==> config.mk <==
export PLATFORM = sky130hd
export DESIGN_NAME = hd44780_byte_tx
export DESIGN_NICKNAME = d
export VERILOG_FILES = /design/src/rtl/hd44780_byte_tx_pkg.sv /design/src/rtl/hd44780_delay.sv /design/src/rtl/hd44780_byte_tx.sv
export SDC_FILE = /design/constraint.sdc
export NUM_CORES = 1
export LEC_CHECK = 0
export ABC_AREA = 1
export ABC_CLOCK_PERIOD_IN_PS = 2230
export BUFFER_PORTS_ARGS = -buffer_cell sky130_fd_sc_hd__buf_2
export CORE_MARGIN = 10
export CORE_UTILIZATION = 50
export DETAILED_ROUTE_END_ITERATION = 7
export PLACE_DENSITY_LB_ADDON = 0.25
export SLEW_MARGIN = 20
export SYNTH_ARGS = -nofsm -noshare
export SYNTH_HDL_FRONTEND = slang
export SYNTH_SLANG_ARGS = --single-unit
==> constraint.sdc <==
create_clock -name clk -period 2.23 [get_ports clk]
set_clock_uncertainty 0.15 [all_clocks]
set_input_delay 0.1115 -clock clk [delete_from_list [all_inputs] [get_ports clk]]
set_output_delay 0.1115 -clock clk [all_outputs]
set_load 0.02 [all_outputs]
==> src/rtl/hd44780_byte_tx_pkg.sv <==
`default_nettype none
// +----------------------------------------------------------------------------+
// | hd44780_byte_tx_pkg : shared encodings, command codes and timing defaults  |
// | Revision: 1.0                                                              |
// +----------------------------------------------------------------------------+
package hd44780_byte_tx_pkg;

    localparam int unsigned c_DB_W  = 4;
    localparam int unsigned c_CNT_W = 20;

    localparam logic [7:0] c_CMD_CLEAR = 8'h01;
    localparam logic [7:0] c_CMD_HOME  = 8'h02;

    localparam int unsigned c_DEF_T_SETUP = 2;
    localparam int unsigned c_DEF_T_EPW   = 12;
    localparam int unsigned c_DEF_T_HOLD  = 2;
    localparam int unsigned c_DEF_T_GAP   = 2;
    localparam int unsigned c_DEF_T_WAIT  = 2000;
    localparam int unsigned c_DEF_T_LONG  = 82000;

    typedef enum logic [3:0] {
        ST_IDLE    = 4'd0,
        ST_SETUP_H = 4'd1,
        ST_EHI_H   = 4'd2,
        ST_HOLD_H  = 4'd3,
        ST_GAP     = 4'd4,
        ST_SETUP_L = 4'd5,
        ST_EHI_L   = 4'd6,
        ST_HOLD_L  = 4'd7,
        ST_WAIT    = 4'd8
    } state_t;

    // 0x03 shares the clear/home execution time on the controller.
    function automatic logic is_long_cmd(input logic rs, input logic [7:0] data);
        return !rs && ((data == c_CMD_CLEAR) || (data == c_CMD_HOME) || (data == 8'h03));
    endfunction

endpackage
`default_nettype wire

==> src/rtl/hd44780_delay.sv <==
`default_nettype none
// +----------------------------------------------------------------------------+
// | hd44780_delay : loadable down-counter, o_done high while the count is 1    |
// | Revision: 1.0                                                              |
// +----------------------------------------------------------------------------+
module hd44780_delay
    import hd44780_byte_tx_pkg::*;
(
    input  logic               clk,
    input  logic               rst,
    input  logic               i_load,
    input  logic [c_CNT_W-1:0] i_value,
    output logic               o_done
);

    logic [c_CNT_W-1:0] r_count;

    always_ff @(posedge clk or negedge rst) begin
        if (!rst) begin
            r_count <= '0;
        end else if (i_load) begin
            r_count <= i_value;
        end else if (r_count != '0) begin
            r_count <= r_count - 1'b1;
        end
    end

    assign o_done = (r_count == c_CNT_W'(1));

endmodule
`default_nettype wire

==> src/rtl/hd44780_byte_tx.sv <==
`default_nettype none
// +----------------------------------------------------------------------------+
// | hd44780_byte_tx : HD44780 4-bit byte transmitter (E strobe + exec wait)    |
// | Option macro HD44780_LONG_CMD_DELAY_EN: T_LONG wait for clear/home cmds.   |
// | Revision: 1.0                                                              |
// +----------------------------------------------------------------------------+
module hd44780_byte_tx
    import hd44780_byte_tx_pkg::*;
#(
    parameter int unsigned T_SETUP = c_DEF_T_SETUP,
    parameter int unsigned T_EPW   = c_DEF_T_EPW,
    parameter int unsigned T_HOLD  = c_DEF_T_HOLD,
    parameter int unsigned T_GAP   = c_DEF_T_GAP,
    parameter int unsigned T_WAIT  = c_DEF_T_WAIT,
    parameter int unsigned T_LONG  = c_DEF_T_LONG
) (
    input  logic              clk,
    input  logic              rst,
    input  logic              in_valid,
    output logic              in_ready,
    input  logic [7:0]        in_data,
    input  logic              in_rs,
    input  logic              in_nibble_only,
    output logic              e,
    output logic              rs,
    output logic [c_DB_W-1:0] db,
    output logic              busy
);

    generate
        if ((T_SETUP < 1) || (T_SETUP > 255) || (T_EPW < 1) || (T_EPW > 255) ||
            (T_HOLD < 1) || (T_HOLD > 255) || (T_GAP < 1) || (T_GAP > 255) ||
            (T_WAIT < 1) || (T_WAIT >= (1 << c_CNT_W)) ||
            (T_LONG < 1) || (T_LONG >= (1 << c_CNT_W))) begin : g_bad_param
            $error("hd44780_byte_tx: timing parameter out of legal range");
        end
    endgenerate

    state_t              r_state;
    state_t              w_state_nx;
    logic                w_load;
    logic [c_CNT_W-1:0]  w_load_val;
    logic [c_CNT_W-1:0]  w_wait_len;
    logic                w_done;
    logic                w_accept;

    logic                r_e;
    logic                r_rs;
    logic [c_DB_W-1:0]   r_db;
    logic [c_DB_W-1:0]   r_lo;
    logic                r_nib;

`ifdef HD44780_LONG_CMD_DELAY_EN
    logic                r_long;

    always_ff @(posedge clk or negedge rst) begin
        if (!rst) begin
            r_long <= 1'b0;
        end else if (w_accept) begin
            r_long <= is_long_cmd(in_rs, in_data);
        end
    end

    assign w_wait_len = r_long ? c_CNT_W'(T_LONG) : c_CNT_W'(T_WAIT);
`else
    assign w_wait_len = c_CNT_W'(T_WAIT);
`endif

    assign w_accept = (r_state == ST_IDLE) && in_valid;

    hd44780_delay u_delay (
        .clk     (clk),
        .rst     (rst),
        .i_load  (w_load),
        .i_value (w_load_val),
        .o_done  (w_done)
    );

    always_ff @(posedge clk or negedge rst) begin
        if (!rst) begin
            r_state <= ST_IDLE;
        end else begin
            r_state <= w_state_nx;
        end
    end

    // Every state transition reloads the shared counter with the next duration.
    always_comb begin
        w_state_nx = r_state;
        w_load     = 1'b0;
        w_load_val = '0;
        unique case (r_state)
            ST_IDLE: if (in_valid) begin
                w_state_nx = ST_SETUP_H; w_load = 1'b1; w_load_val = c_CNT_W'(T_SETUP);
            end
            ST_SETUP_H: if (w_done) begin
                w_state_nx = ST_EHI_H; w_load = 1'b1; w_load_val = c_CNT_W'(T_EPW);
            end
            ST_EHI_H: if (w_done) begin
                w_state_nx = ST_HOLD_H; w_load = 1'b1; w_load_val = c_CNT_W'(T_HOLD);
            end
            ST_HOLD_H: if (w_done) begin
                w_load = 1'b1;
                if (r_nib) begin
                    w_state_nx = ST_WAIT; w_load_val = w_wait_len;
                end else begin
                    w_state_nx = ST_GAP;  w_load_val = c_CNT_W'(T_GAP);
                end
            end
            ST_GAP: if (w_done) begin
                w_state_nx = ST_SETUP_L; w_load = 1'b1; w_load_val = c_CNT_W'(T_SETUP);
            end
            ST_SETUP_L: if (w_done) begin
                w_state_nx = ST_EHI_L; w_load = 1'b1; w_load_val = c_CNT_W'(T_EPW);
            end
            ST_EHI_L: if (w_done) begin
                w_state_nx = ST_HOLD_L; w_load = 1'b1; w_load_val = c_CNT_W'(T_HOLD);
            end
            ST_HOLD_L: if (w_done) begin
                w_state_nx = ST_WAIT; w_load = 1'b1; w_load_val = w_wait_len;
            end
            ST_WAIT: if (w_done) begin
                w_state_nx = ST_IDLE; w_load = 1'b1; w_load_val = '0;
            end
            default: begin
                w_state_nx = ST_IDLE; w_load = 1'b1; w_load_val = '0;
            end
        endcase
    end

    // Pin outputs are registered off the next state so E tracks the state exactly.
    always_ff @(posedge clk or negedge rst) begin
        if (!rst) begin
            r_e   <= 1'b0;
            r_rs  <= 1'b0;
            r_db  <= '0;
            r_lo  <= '0;
            r_nib <= 1'b0;
        end else begin
            r_e <= (w_state_nx == ST_EHI_H) || (w_state_nx == ST_EHI_L);
            if (w_accept) begin
                r_rs  <= in_rs;
                r_db  <= in_data[7:4];
                r_lo  <= in_data[3:0];
                r_nib <= in_nibble_only;
            end else if ((r_state == ST_GAP) && (w_state_nx == ST_SETUP_L)) begin
                r_db <= r_lo;
            end
        end
    end

    assign e        = r_e;
    assign rs       = r_rs;
    assign db       = r_db;
    assign in_ready = (r_state == ST_IDLE);
    assign busy     = (r_state != ST_IDLE);

endmodule
`default_nettype wire

# Yosys cells after proc, flatten, opt, wreduce, memory -nomap -nowiden
# Cells that the tools add are included.
word_totals:
  rom_bits: 0
  latchBits: 0
  n_memories: 0
  ram_bits: 0
  output_inout_bits: 8
  register_bits: 35
  word_cells: 56
classes:
  n_mux: 25
  n_bitwise: 0
  add_sub_neg: 1
  order_cmp: 0
  reduce_logical: 11
  div: 0
  n_eq_ne: 12
  shifts: 0
  mul: 0
op_table:
  columns: ["op", "count"]
  rows:
  - ["one-hot mux 20 bit (5 select lines)", 1]
  - ["2-to-1 mux 4 bit", 13]
  - ["2-to-1 mux 20 bit", 2]
  - ["one-hot mux 4 bit (9 select lines)", 1]
  - ["2-to-1 mux 11 bit", 3]
  - ["== test 4 x 3 -> 1 bit (second input constant)", 6]
  - ["== test 20 x 1 -> 1 bit (second input constant)", 1]
  - ["nonzero test 20 bit", 1]
  - ["subtractor 20 x 1 -> 20 bit (second input constant)", 1]
  - ["== test 4 x 2 -> 1 bit (second input constant)", 3]
  - ["OR reduction 8 bit", 1]
  - ["== test 4 x 1 -> 1 bit (second input constant)", 1]
  - ["== test 4 bit (second input constant)", 1]
  - ["logical NOT 4 bit", 1]
  - ["2-to-1 mux 2 bit", 2]
  - ["nonzero test 2 bit", 2]
  - ["nonzero test 4 bit", 1]
  - ["OR reduction 3 bit", 1]
  - ["logical AND 1 bit", 2]
  - ["2-to-1 mux 1 bit", 2]
  - ["one-hot mux 1 bit (2 select lines)", 1]
  - ["OR reduction 2 bit", 1]
  - ["logical OR 1 bit", 1]

# Logic depth before layout (Yosys ltp)
logic_depth:
  word_depth: 7
  ltp_mapped: 13

# Modules after synthesis
# From an unflattened synthesis, not the netlist that was laid out.
hier_totals:
  hier_cells: 325
  hier_area_um2: 2323.5
by_module_without_submodules:
  columns: ["mod", "instances", "seq_area_each_um2", "area_per_inst_um2", "cells_per_inst"]
  rows:
  - ["hd44780_delay", 1, 500.5, 1505.2, 225]
  - ["hd44780_byte_tx", 1, 375.4, 818.3, 100]

# Worst setup path before layout
# Ideal clock, no wire load.
synth_path:
  kind: "register to register"
  from: "register u_delay.r_count[0]"
  to: "register u_delay.r_count[1]"
  arrival_ns: 1.450
  path_stages_with_launch: 10
  period_less_slack_ns: 1.717
  slack_ns: 0.513
  setup_time_ns: 0.117
  cell_sequence: "dfrtp_1 inv_1 ha_1 nand2_2 nor2_4 nand3_4 nor2_2 inv_1 nand2_1 nand2_1"
synth_between:
  elab_chain_len: 4
  elab_cells_between_ends: 11
  classes_between: "1 x add/sub; 1 x eq/ne; 7 x mux; 2 x reduce/logical"
synth_lines:
  columns: ["element", "line", "rtl"]
  rows:
  - ["start: declaration", "hd44780_delay.sv:16", "logic [c_CNT_W-1:0] r_count;"]
  - ["start signal: assignment", "hd44780_delay.sv:22", "r_count <= i_value;"]
  - ["start signal: assignment", "hd44780_delay.sv:24", "r_count <= r_count - 1'b1;"]
  - ["branches (longest 4 deep; another with subtractor 20 x 1 -> 20 bit)", null, null]
# Parallel ways; which one is timed is not known. The select of a mux whose other input is x is not followed.
# A chain may end at the register's enable or synchronous reset.

# Worst setup path in the final report
layout_path:
  from: "register u_delay.r_count[16]"
  to: "register u_delay.r_count[7]"
layout_between:
  elab_chain_len: 4
  elab_cells_between_ends: 9
  classes_between: "1 x eq/ne; 6 x mux; 2 x reduce/logical"
layout_lines:
  columns: ["element", "line", "rtl"]
  rows:
  - ["== test 20 x 1 -> 1 bit", "hd44780_delay.sv:28", "assign o_done = (r_count == c_CNT_W'(1));"]
  - ["2-to-1 mux 11 bit, or another cell as far along", "hd44780_byte_tx.sv:119", "ST_HOLD_L: if (w_done) begin"]
  - ["one-hot mux 20 bit (5 select lines) / one-hot mux 1 bit (2 select lines) (equally long branches)", "hd44780_byte_tx.sv:92", "unique case (r_state)"]
  - ["2-to-1 mux 20 bit / nonzero test 2 bit (equally long branches)", null, null]
# Parallel ways exist; a longest one is shown, timed or not.

==> summary.txt <==
Pwr
  – VDD IR max: approximately 0.36 mV
  – Leakage: roughly 1.4 nW
  – Pwr/cell area: around 490 nW/µm²

Global routing
  – Pin count of the biggest net entering global routing: 36
  – Vias in the first global route: 1823
  – Tot GR Track Use: 13.8%
  – Remaining Overflow, GRT: 0
  – First-pass GRT wire length: about 8.5 mm
  – Initial antenna violation count: 0

Worst setup path
  – Critical path data arrival time: roughly 2100 ps
  – Worst Path Required: 2310 ps
  – Critical Path Most Common Cell: nor2_1
  – Critical path startpoint category: flop
  – Crit. Startpoint: u_delay.r_count[16]
  – Max FO, Critical Path: 6
  – Cells along the critical path: nor2_1 > and2_0 > buf_4 > nand3_2 > nor2_1 > o21ai_2 > o21ai_1 > nand2_1 > inv_1
  – Critical path class: reg2reg
  – RR Startpoint: u_delay.r_count[16]
  – Worst setup EP type: flop
  – Slowest stage delay, CP: roughly 430 ps
  – Slowest CP cell: dfrtp_1

Synthesis
  – Warnings from Yosys: 0
  – Synth area leaders: dfrtp_1 40%, nand2_1 15%, nor2_1 5.7%
  – Compound-Gate Fraction of Synth Area: between 3 and 4%
  – Syn Inst Count: 277
  – Top cell type's share of synthesized area: roughly two fifths
  – Post-synth top area cell: dfrtp_1
  – Synth Register Bits: 35
  – Synthesized-area fraction occupied by adder cells: approximately 1.1%
  – Synth Area in Simple Gates: 42.1%
  – Mapped cell area: around 2200 µm²
  – Largest family of logic cells by synthesized area: simple AND/OR/NAND/NOR gates
  – Seq/Total Area, Yosys: around two fifths
  – Cell variety after synth: 35
  – Post-synthesis mux area share: 0%
  – Mean post-synth cell area: around 7.9 µm²
  – XOR/XNOR Fraction of Synth Area: under 10%
  – Syn Nets: between 200 and 300

Clock network
  – Worst-Skew Late Latency: 290 ps
  – H-tree levels: 2
  – TritonCTS clock tree: done
  – Post-CTS Setup Repair Bufs: 0
  – Total CTS buffers: 5
  – Root Driver: clkbuf_8
  – Clock tree buffer depth: 2
  – CTS clk-pin slew, worst paths: roughly 80 ps
  – Clock sinks: 35

Layout
  – Area grow syn2layout: 16.5%
  – Most common library cell in the layout ignoring fill and taps: nand2_1
  – Antenna fix cells: 0
  – Proportion of layout cells with a drive suffix above 1: 21.3%
  – Final nets: 328
  – Commonest cells after routing, fill and taps aside: 88 x nand2_1, 35 x dfrtp_1, 33 x nor2_1
  – Post-layout util: 61.9%

Routing
  – WL final: roughly 4.6 mm
  – First DRT Iteration DRCs: ~140
  – Vias per Instance: between 5 and 6
  – Residual DRC: 0
  – Antenna-violating nets left: 0
  – Via count: between 1500 and 2000
  – Initial DRT Pass Iterations: 4
  – Routed length per instance: about 13 µm

Placed design
  – # port buffers: 20
  – RePlAce Congestion: 0.898
  – Post-DP HPWL: 3.42 mm

Run
  – Max-Cap Viols: 0

Die
  – # rows: 23
  – Chip height: 86.1 µm
  – Die width: 86.1 µm
  – Core Box Area: slightly above 4000 µm²
  – Die area: between 7000 and 8000 µm²
  – Starting Density: roughly 53%
  – Ports: 21

Timing
  – RSZ-0062 raised after global routing: no
  – Tmin final: roughly 2000 ps
  – Max Freq: approximately 510 MHz
  – Slew @ Worst Pin: ~770 ps
  – Setup_tns: 0 ps
  – Slew margin rel.: between 40% and 50%
  – Final setup violating endpoints: 0
  – Fin. max-slew vios: 0
  – Final hold vios: 0
  – Final Cycle Share: approximately nine tenths

Run status
  – Status: completed

Hold path
  – Worst Hold Class: in2reg
  – Hold Startpoint: in_valid
-- final timing paths --
check,to,slack [ps],cells after the start
worst max register to register,u_delay.r_count[7],260,9
worst min register to register,r_lo[2],330,2
min in group asynchronous,r_state[2],280,2
max in group asynchronous,u_delay.r_count[5],1160,2
worst min-delay path,r_state[0],30,3
worst max-delay path,u_delay.r_count[7],260,9
-- cells in the mapped netlist, drive strengths merged --
library cell and n:
xor2 4, nor2 45, dfrtp 35, a21oi 5, clkbuf 1, buf 4, and2 1, o21ai 8
nand4 4, nor3 11, ha 2, a211oi 1, inv 24, a31oi 1, nand3 19, nand2 98
nand3b 3, xnor2 10, clkinv 1
-- per-layer routing --
| metal | wire [µm] | GRT usage (%) | up-vias |
|---|---|---|---|
| met4 | 59 | 4.04 | 0 |
| met3 | 304 | 4.16 | 7 |
| met2 | 2110 | 21.6 | 54 |
| met5 | 0 | 0 | - |
| li1 | - | - | 948 |
| met1 | 2130 | 17.8 | 842 |
-- kinds of logic (layout without fill, tap and decap cells) --
kind of cell / Yosys count / in the layout
AND/OR/NAND/NOR: 181 / 181
AO/OA/AOI/OAI: 15 / 15
buffers and inverters: 30 / 67
flip-flops: 35 / 35
adder cells (fa/ha/maj): 2 / 2
XOR/XNOR: 14 / 14
-- flip-flops by register name, indices dropped and copies added, names as in the netlist --
| signal | flops |
|---|---|
| u_delay.r_count | 20 |
| db | 4 |
| r_lo | 4 |
| r_state | 4 |
| e | 1 |
| r_nib | 1 |
| rs | 1 |
-- timing repair --
item / 4_1_cts / 5_1_grt
hold buffers: 11 / 0
endpoints found under the hold margin: 45 / 0
resized for setup: 0 / 1
endpoints found under the setup margin: 0 / 2
-- critical path, delay by kind of cell (launching register included) --
| kind | cells | cell delay (ps) |
|---|---|---|
| compound gates | 2 | 290 |
| buf+inv | 2 | 260 |
| simple gates | 5 | 790 |
| flops | 1 | 430 |
-- per-stage QoR --
stage,area [µm²],worst slack [ps],total power (W),hold WS (ps),cells
2_1_floorplan,2190,513,0.000647,-334,277
3_3_place_gp,2320,295,0.000669,79.8,345
3_5_place_dp,2320,227,0.000670,84.9,345
4_1_cts,2540,221,0.00126,27.0,364
5_1_grt,2550,25.9,0.00129,64.6,364
6_report,2550,258,0.00124,28.8,364
-- layout make-up --
cell class / count / area, µm²
Clock inverter: 3 / 43.8
Sequential cell: 35 / 876
Inverter: 25 / 106
Timing Repair Buffer: 34 / 233
Clock buffer: 5 / 68.8
Multi-Input combinational cell: 212 / 1160
Fill cell: 357 / 1570
Tap cell: 50 / 62.6
-- power breakdown --
part / internal, W / switching [W]
registers: 0.000634 / 0
logic: 0.0000198 / 0.0000173
clock network: 0.000333 / 0.000238
total: 0.000987 / 0.000255
Power figures use the tool's default switching activity.
